==> config.mk <==
export PLATFORM = sky130hd
export DESIGN_NAME = bypass_net
export DESIGN_NICKNAME = d
export VERILOG_FILES = /design/src/rtl/bypass_net.sv
export SDC_FILE = /design/constraint.sdc
export NUM_CORES = 1
export LEC_CHECK = 0
export ABC_CLOCK_PERIOD_IN_PS = 5750
export CORE_AREA = 4 4 131 133
export DETAILED_ROUTE_END_ITERATION = 7
export DIE_AREA = 0 0 135 137
export MAX_ROUTING_LAYER = met4
export PLACE_DENSITY = 0.72
export SLEW_MARGIN = 20
export SYNTH_ARGS = -nofsm -noshare
export SYNTH_HDL_FRONTEND = slang
export SYNTH_SLANG_ARGS = --single-unit
==> constraint.sdc <==
create_clock -name clk -period 5.75 [get_ports clk]
set_clock_uncertainty 0.1 [all_clocks]
set_input_delay 0.8625 -clock clk [delete_from_list [all_inputs] [get_ports clk]]
set_output_delay 0.8625 -clock clk [all_outputs]
set_load 0.01 [all_outputs]
==> src/rtl/bypass_net.sv <==
`default_nettype none
// ============================================================================
// Module      : bypass_net
// Description : Operand-forwarding and load-use hazard unit sitting between
//               ID and EX. Each read port picks the youngest matching
//               write-back source. A combinational stall is requested when
//               that winning source's data is still in flight. The forward
//               decision is registered into EX under the pipeline stall
//               vector. A saturating counter tracks load-use stall cycles.
// Revision    : 1.0 - initial release
// ============================================================================
module bypass_net #(
    parameter int NUM_RPORTS = 2,
    parameter int NUM_STAGES = 4,
    parameter int DATA_W     = 32,
    parameter int ADDR_W     = 5,
    parameter int STALL_W    = 8,
    parameter int ID_BIT     = 3,
    parameter int EX_BIT     = 4,
    parameter int CNT_W      = 16
) (
    input  logic                           clk,
    input  logic                           rst_n,
    input  logic                           flush,
    input  logic [STALL_W-1:0]             stall,
    input  logic [NUM_RPORTS-1:0]          rport_en,
    input  logic [NUM_RPORTS*ADDR_W-1:0]   rport_addr,
    input  logic [NUM_STAGES-1:0]          stg_we,
    input  logic [NUM_STAGES*ADDR_W-1:0]   stg_waddr,
    input  logic [NUM_STAGES*DATA_W-1:0]   stg_wdata,
    input  logic [NUM_STAGES-1:0]          stg_pending,
    output logic                           stallreq_for_load,
    output logic [NUM_RPORTS-1:0]          fwd_sel_r,
    output logic [NUM_RPORTS*DATA_W-1:0]   fwd_data_r,
    output logic [CNT_W-1:0]               stall_cnt
);

    // Combinational forward decision per port (next-state of the EX registers)
    logic [NUM_RPORTS-1:0]        fwd_sel_d;
    logic [NUM_RPORTS*DATA_W-1:0] fwd_data_d;
    logic [NUM_RPORTS-1:0]        port_hit_pend;

    // Registered state
    logic [NUM_RPORTS-1:0]        fwd_sel_q;
    logic [NUM_RPORTS*DATA_W-1:0] fwd_data_q;
    logic [CNT_W-1:0]             stall_cnt_q;

    // Only the ID and EX bits of the stall vector matter to this block
    logic                         unused_stall;
    assign unused_stall = ^stall;

    generate
        for (genvar p = 0; p < NUM_RPORTS; p++) begin : g_port
            logic [ADDR_W-1:0]     raddr;
            logic [NUM_STAGES-1:0] match;
            logic                  sel_d;
            logic [DATA_W-1:0]     data_d;
            logic                  hit_pend;

            assign raddr = rport_addr[p*ADDR_W +: ADDR_W];

            for (genvar s = 0; s < NUM_STAGES; s++) begin : g_stage
                // Register 0 is hard-wired zero and never forwards
                assign match[s] = rport_en[p] & stg_we[s]
                                & (stg_waddr[s*ADDR_W +: ADDR_W] == raddr)
                                & (raddr != '0);
            end

            // Priority pick: scan oldest to youngest so the youngest match wins
            always_comb begin
                sel_d    = 1'b0;
                data_d   = '0;
                hit_pend = 1'b0;
                for (int s = NUM_STAGES - 1; s >= 0; s--) begin
                    if (match[s]) begin
                        sel_d    = 1'b1;
                        data_d   = stg_wdata[s*DATA_W +: DATA_W];
                        hit_pend = stg_pending[s];
                    end
                end
            end

            assign fwd_sel_d[p]                    = sel_d;
            assign fwd_data_d[p*DATA_W +: DATA_W]  = data_d;
            assign port_hit_pend[p]                = hit_pend;
        end
    endgenerate

    // A shadowed pending source never reaches port_hit_pend, so it cannot stall
    assign stallreq_for_load = |port_hit_pend;

    // EX-side forward registers: reset, flush, bubble, load, else hold
    always_ff @(posedge clk) begin
        if (!rst_n) begin
            fwd_sel_q  <= '0;
            fwd_data_q <= '0;
        end else if (flush) begin
            fwd_sel_q  <= '0;
            fwd_data_q <= '0;
        end else if (stall[ID_BIT] && !stall[EX_BIT]) begin
            fwd_sel_q  <= '0;
            fwd_data_q <= '0;
        end else if (!stall[ID_BIT]) begin
            fwd_sel_q  <= fwd_sel_d;
            fwd_data_q <= fwd_data_d;
        end
    end

    // Saturating load-use stall counter; deliberately unaffected by flush
    always_ff @(posedge clk) begin
        if (!rst_n) begin
            stall_cnt_q <= '0;
        end else if (stallreq_for_load && !(&stall_cnt_q)) begin
            stall_cnt_q <= stall_cnt_q + 1'b1;
        end
    end

    assign fwd_sel_r  = fwd_sel_q;
    assign fwd_data_r = fwd_data_q;
    assign stall_cnt  = stall_cnt_q;

endmodule
`default_nettype wire

==> results list <==
* Run status: completed
- Filler instances: between 1500 and 2000
- Root buf cell: sky130_fd_sc_hd__clkbuf_16
- Count of routing violations after the opening detailed-route iteration: 379
- Synthesized flop and latch total: 82
- Yosys warning count: 0
* Net count reported at finish: between 1000 and 1500
- Fraction of layout cells with a size suffix above 1: approximately 4.2%
* GRT Util Overall: a little under a quarter
* Overflow left after global routing: 0
- The detail route stage leaves a number of antenna-violating nets equal to 0.
* Setup repair after global routing missed its margin: no
* Sequential share of the synthesized area: between 20% and 30%
- Antenna cells: 0
- Total core area: about 16000 sq um
* Vias after detailed routing: 6437
- HPWL after DPL: between 15000 and 20000 um
- Routed met2 length: roughly 10000 um
* Critical path launch point type: input port
* Total negative slack for setup checks: 0 ns
* Area added between synthesis and finish: 52.1%
* Number of antenna violations at the first check in global routing: 0
- After clock tree synthesis, the clock-pin slew on the worst setup and hold paths is ~0.07 ns.
* Initial Utilization: a little over a third
- The first detailed-routing pass ran for 5 iterations.
- Of the total synthesized cell area, the portion taken by full adders, half adders and majority gates is less than 1%.
- Library cell with the largest summed area after synthesis: sky130_fd_sc_hd__dfxtp_1
* Cell count after synthesis: 718
- The via count of the first global-routing pass is between 6000 and 7000.
* Worst-Skew Late Latency: about 0.34 ns
- Predominant post-synthesis flop cell: sky130_fd_sc_hd__dfxtp_1
* Last weighted congestion value of the routability-driven placer: 0.916
- Summing the areas of all compound-gate instances in the mapped netlist gives approximately 33% of the synthesized area.
* Final setup violation count: 0
* Shortest clock period the worst path allows after layout: around 4.8 ns
- After clock tree synthesis, the repair step resized 0 gates.
- # DRC: 0
- Element type at the critical path end: output port
* Cell types with the highest counts after synthesis: 82 x sky130_fd_sc_hd__dfxtp_1, 81 x sky130_fd_sc_hd__nor2_1, 66 x sky130_fd_sc_hd__clkbuf_1, 60 x sky130_fd_sc_hd__a221oi_1, 58 x sky130_fd_sc_hd__nor3_1
- In this run the cell area of the synthesized design comes to approximately 5500 sq um.
* Period utilisation layout: between 80 and 90%
* IR Drop Worst-Case VDD: 155 uV
- TritonCTS created 9 clock buffers.
- The top cell type by area accounts for 29.7% of the synthesized area.
- ~260 I/O pins were placed.
- Transition time at the pin with the least slew margin: 1.02 ns
- The final layout contains routed wiring with a total length of between 20000 and 25000 um.
- Entering global routing, the biggest net connects between 60 and 70 pins.
- Of the total synthesized cell area, the portion taken by AND, OR, NAND and NOR gates is between 20 and 25%.
- Data on the critical path is required at its endpoint by 4.79 ns.
- The worst hold path belongs to the class reg -> reg.
* Cts-stage hold buffer count: 0
- In this run, synthesis inferred 0 flip-flops with an integrated enable.
- Counting flops with an async set or reset pin after synthesis yields a share of 0%.
- Total design power: ~1.5 mW
- Die Y-Extent: about 140 um
* Fraction of synthesized cell area in xor and xnor cells: approximately 6.3%
- Met3 wire len: about 1800 um
- M1 WL: 9590 um
* Average routed wire per standard cell: 19.5 um
* H-tree Lvls: 3
- CP arrival: around 3.8 ns
- Max-slew headroom: between 30% and 40%
- Max cap viols: 0
- Power spread over the standard cell area amounts to 176 nW/um^2.
* Synthesized net count: roughly 900
- Maximum fanout along the worst path: 32
- Post-route worst setup slack: about 1 ns
* Max-slew violation count: 0
- Ranked by total cell area, the synthesized netlist is headed by sky130_fd_sc_hd__dfxtp_1 30%, sky130_fd_sc_hd__a221oi_1 9.5%, sky130_fd_sc_hd__nor2_1 5.5%.
- For this design the static power due to leakage is around 2.8 nW.
- FMAX: 0.210 GHz
* Number of distinct library cells after synthesis: 43
- CTS tree: built
- The initialized floorplan defines 46 standard-cell rows.
- Die area: 18500 sq um
* Dominant combinational cell family by area after synthesis: compound AO/OA/AOI/OAI gates
- The worst setup path is of the in -> out kind.
* Number of setup buffers added after CTS: 0
- Worst setup timing slack at the placement stage: 1.02 ns
- Mean instance size in the synthesized netlist: around 7.7 sq um
- Vias/cell: ~5.7
* Horizontal die dimension: 135 um
* Portion of netlist area occupied by mux cells: 0%
* Leading cell type by number of instances after synthesis: sky130_fd_sc_hd__dfxtp_1
- After detailed routing, no signal wire sits above met4.
- The first global-routing pass estimated roughly 34000 um of wire.
* Number of sinks on the clock net: between 80 and 90
* Maximum root-to-sink buffer count: 2
- Number of port buffers: roughly 260
* Final hold violations: 0
==> worst paths after layout <==
kind / slack, ns / from / cells after the start / end
max: 1.0 / rport_addr[6] / 9 / stallreq_for_load
min: 0.37 / fwd_data_r[14]$_SDFFE_PP0N_ / 2 / fwd_data_r[14]$_SDFFE_PP0N_
max reg2reg: 3.07 / stall_cnt[3]$_SDFFE_PN0P_ / 9 / stall_cnt[11]$_SDFFE_PN0P_
min reg2reg: 0.37 / fwd_data_r[14]$_SDFFE_PP0N_ / 2 / fwd_data_r[14]$_SDFFE_PP0N_
==> cell usage in the layout (no fill, tap or decap), types with 3 or more instances in the layout <==
master	netlist	layout
sky130_fd_sc_hd__clkbuf_16	0	9
sky130_fd_sc_hd__o21ai_0	3	3
sky130_fd_sc_hd__a221o_1	6	6
sky130_fd_sc_hd__o41ai_1	4	4
sky130_fd_sc_hd__nand2_1	10	10
sky130_fd_sc_hd__a221oi_1	60	60
sky130_fd_sc_hd__o21a_1	3	3
sky130_fd_sc_hd__nor2b_1	32	32
sky130_fd_sc_hd__nor2_1	81	80
sky130_fd_sc_hd__buf_4	1	15
sky130_fd_sc_hd__clkinv_2	0	3
sky130_fd_sc_hd__a211oi_1	30	30
sky130_fd_sc_hd__and3_1	12	11
sky130_fd_sc_hd__o31a_1	3	3
sky130_fd_sc_hd__a211o_1	34	33
sky130_fd_sc_hd__xor2_1	24	24
sky130_fd_sc_hd__o31ai_1	7	7
sky130_fd_sc_hd__or4_1	8	8
sky130_fd_sc_hd__inv_1	36	36
sky130_fd_sc_hd__nor4_1	8	7
sky130_fd_sc_hd__a22oi_1	36	36
sky130_fd_sc_hd__xnor2_1	16	16
sky130_fd_sc_hd__nand4_1	4	4
sky130_fd_sc_hd__clkdlybuf4s50_1	0	254
sky130_fd_sc_hd__dfxtp_1	82	82
sky130_fd_sc_hd__a21oi_1	45	45
sky130_fd_sc_hd__nand3_1	16	15
sky130_fd_sc_hd__nor3_1	58	57
==> state kept, by name, summed over array words and instances (netlist names) <==
register,cells
fwd_data_r,64
fwd_sel_r,2
stall_cnt,16
==> per-layer routing <==
metal / up-vias / track usage (%)
li1: 3108 / -
met1: 3043 / 29.9
met2: 254 / 38.6
met3: 32 / 5.15
met4: 0 / 7.28
met5: - / -
==> cell families after synthesis <==
family                   count (synthesis)
XOR/XNOR                                40
AND/OR/NAND/NOR                        239
flip-flops                              82
AO/OA/AOI/OAI                          238
adder cells (fa/ha/maj)                  1
buffers and inverters                  118
==> through the flow <==
stage          cells  utilization, %  hold WS, ns  instance area (sq um)
6_report        1137            53.2        0.370                   8410
4_1_cts         1137            53.2        0.371                   8410
3_5_place_dp    1121            51.3        0.362                   8120
5_1_grt         1137            53.2        0.389                   8410
2_1_floorplan    718               -        0.390                   5530
3_3_place_gp    1121            51.3        0.358                   8120
==> worst max-delay path, cell delays in order <==
cell	delay, ns
sky130_fd_sc_hd__clkdlybuf4s50_1	0.57
sky130_fd_sc_hd__xor2_1	0.22
sky130_fd_sc_hd__nor4_1	0.32
sky130_fd_sc_hd__and4_1	0.28
sky130_fd_sc_hd__or3b_1	0.35
sky130_fd_sc_hd__a211o_1	0.30
sky130_fd_sc_hd__o311a_4	0.22
sky130_fd_sc_hd__inv_1	0.12
sky130_fd_sc_hd__clkdlybuf4s50_1	0.54
==> power breakdown <==
group	internal, mW	switching (mW)	total [mW]	leakage, nW
clock	0.336	0.254	0.590	0.145
combinational	0.175	0.127	0.302	2.00
sequential	0.581	0.00666	0.587	0.665
==> cell type report <==
| cell class | instances | area [sq um] | area share (%) |
|---|---|---|---|
| flip-flops and latches | 82 | 1640 | 19.5 |
| multi-input cells | 518 | 3420 | 40.6 |
| clock buffers | 9 | 225 | 2.68 |
| repair buffers | 269 | 2660 | 31.6 |
| inverters | 36 | 135 | 1.61 |
| clock inverters | 7 | 70.1 | 0.833 |
| well taps | 216 | 270 | 3.21 |
Note: power is estimated with default switching activity, not from simulation.
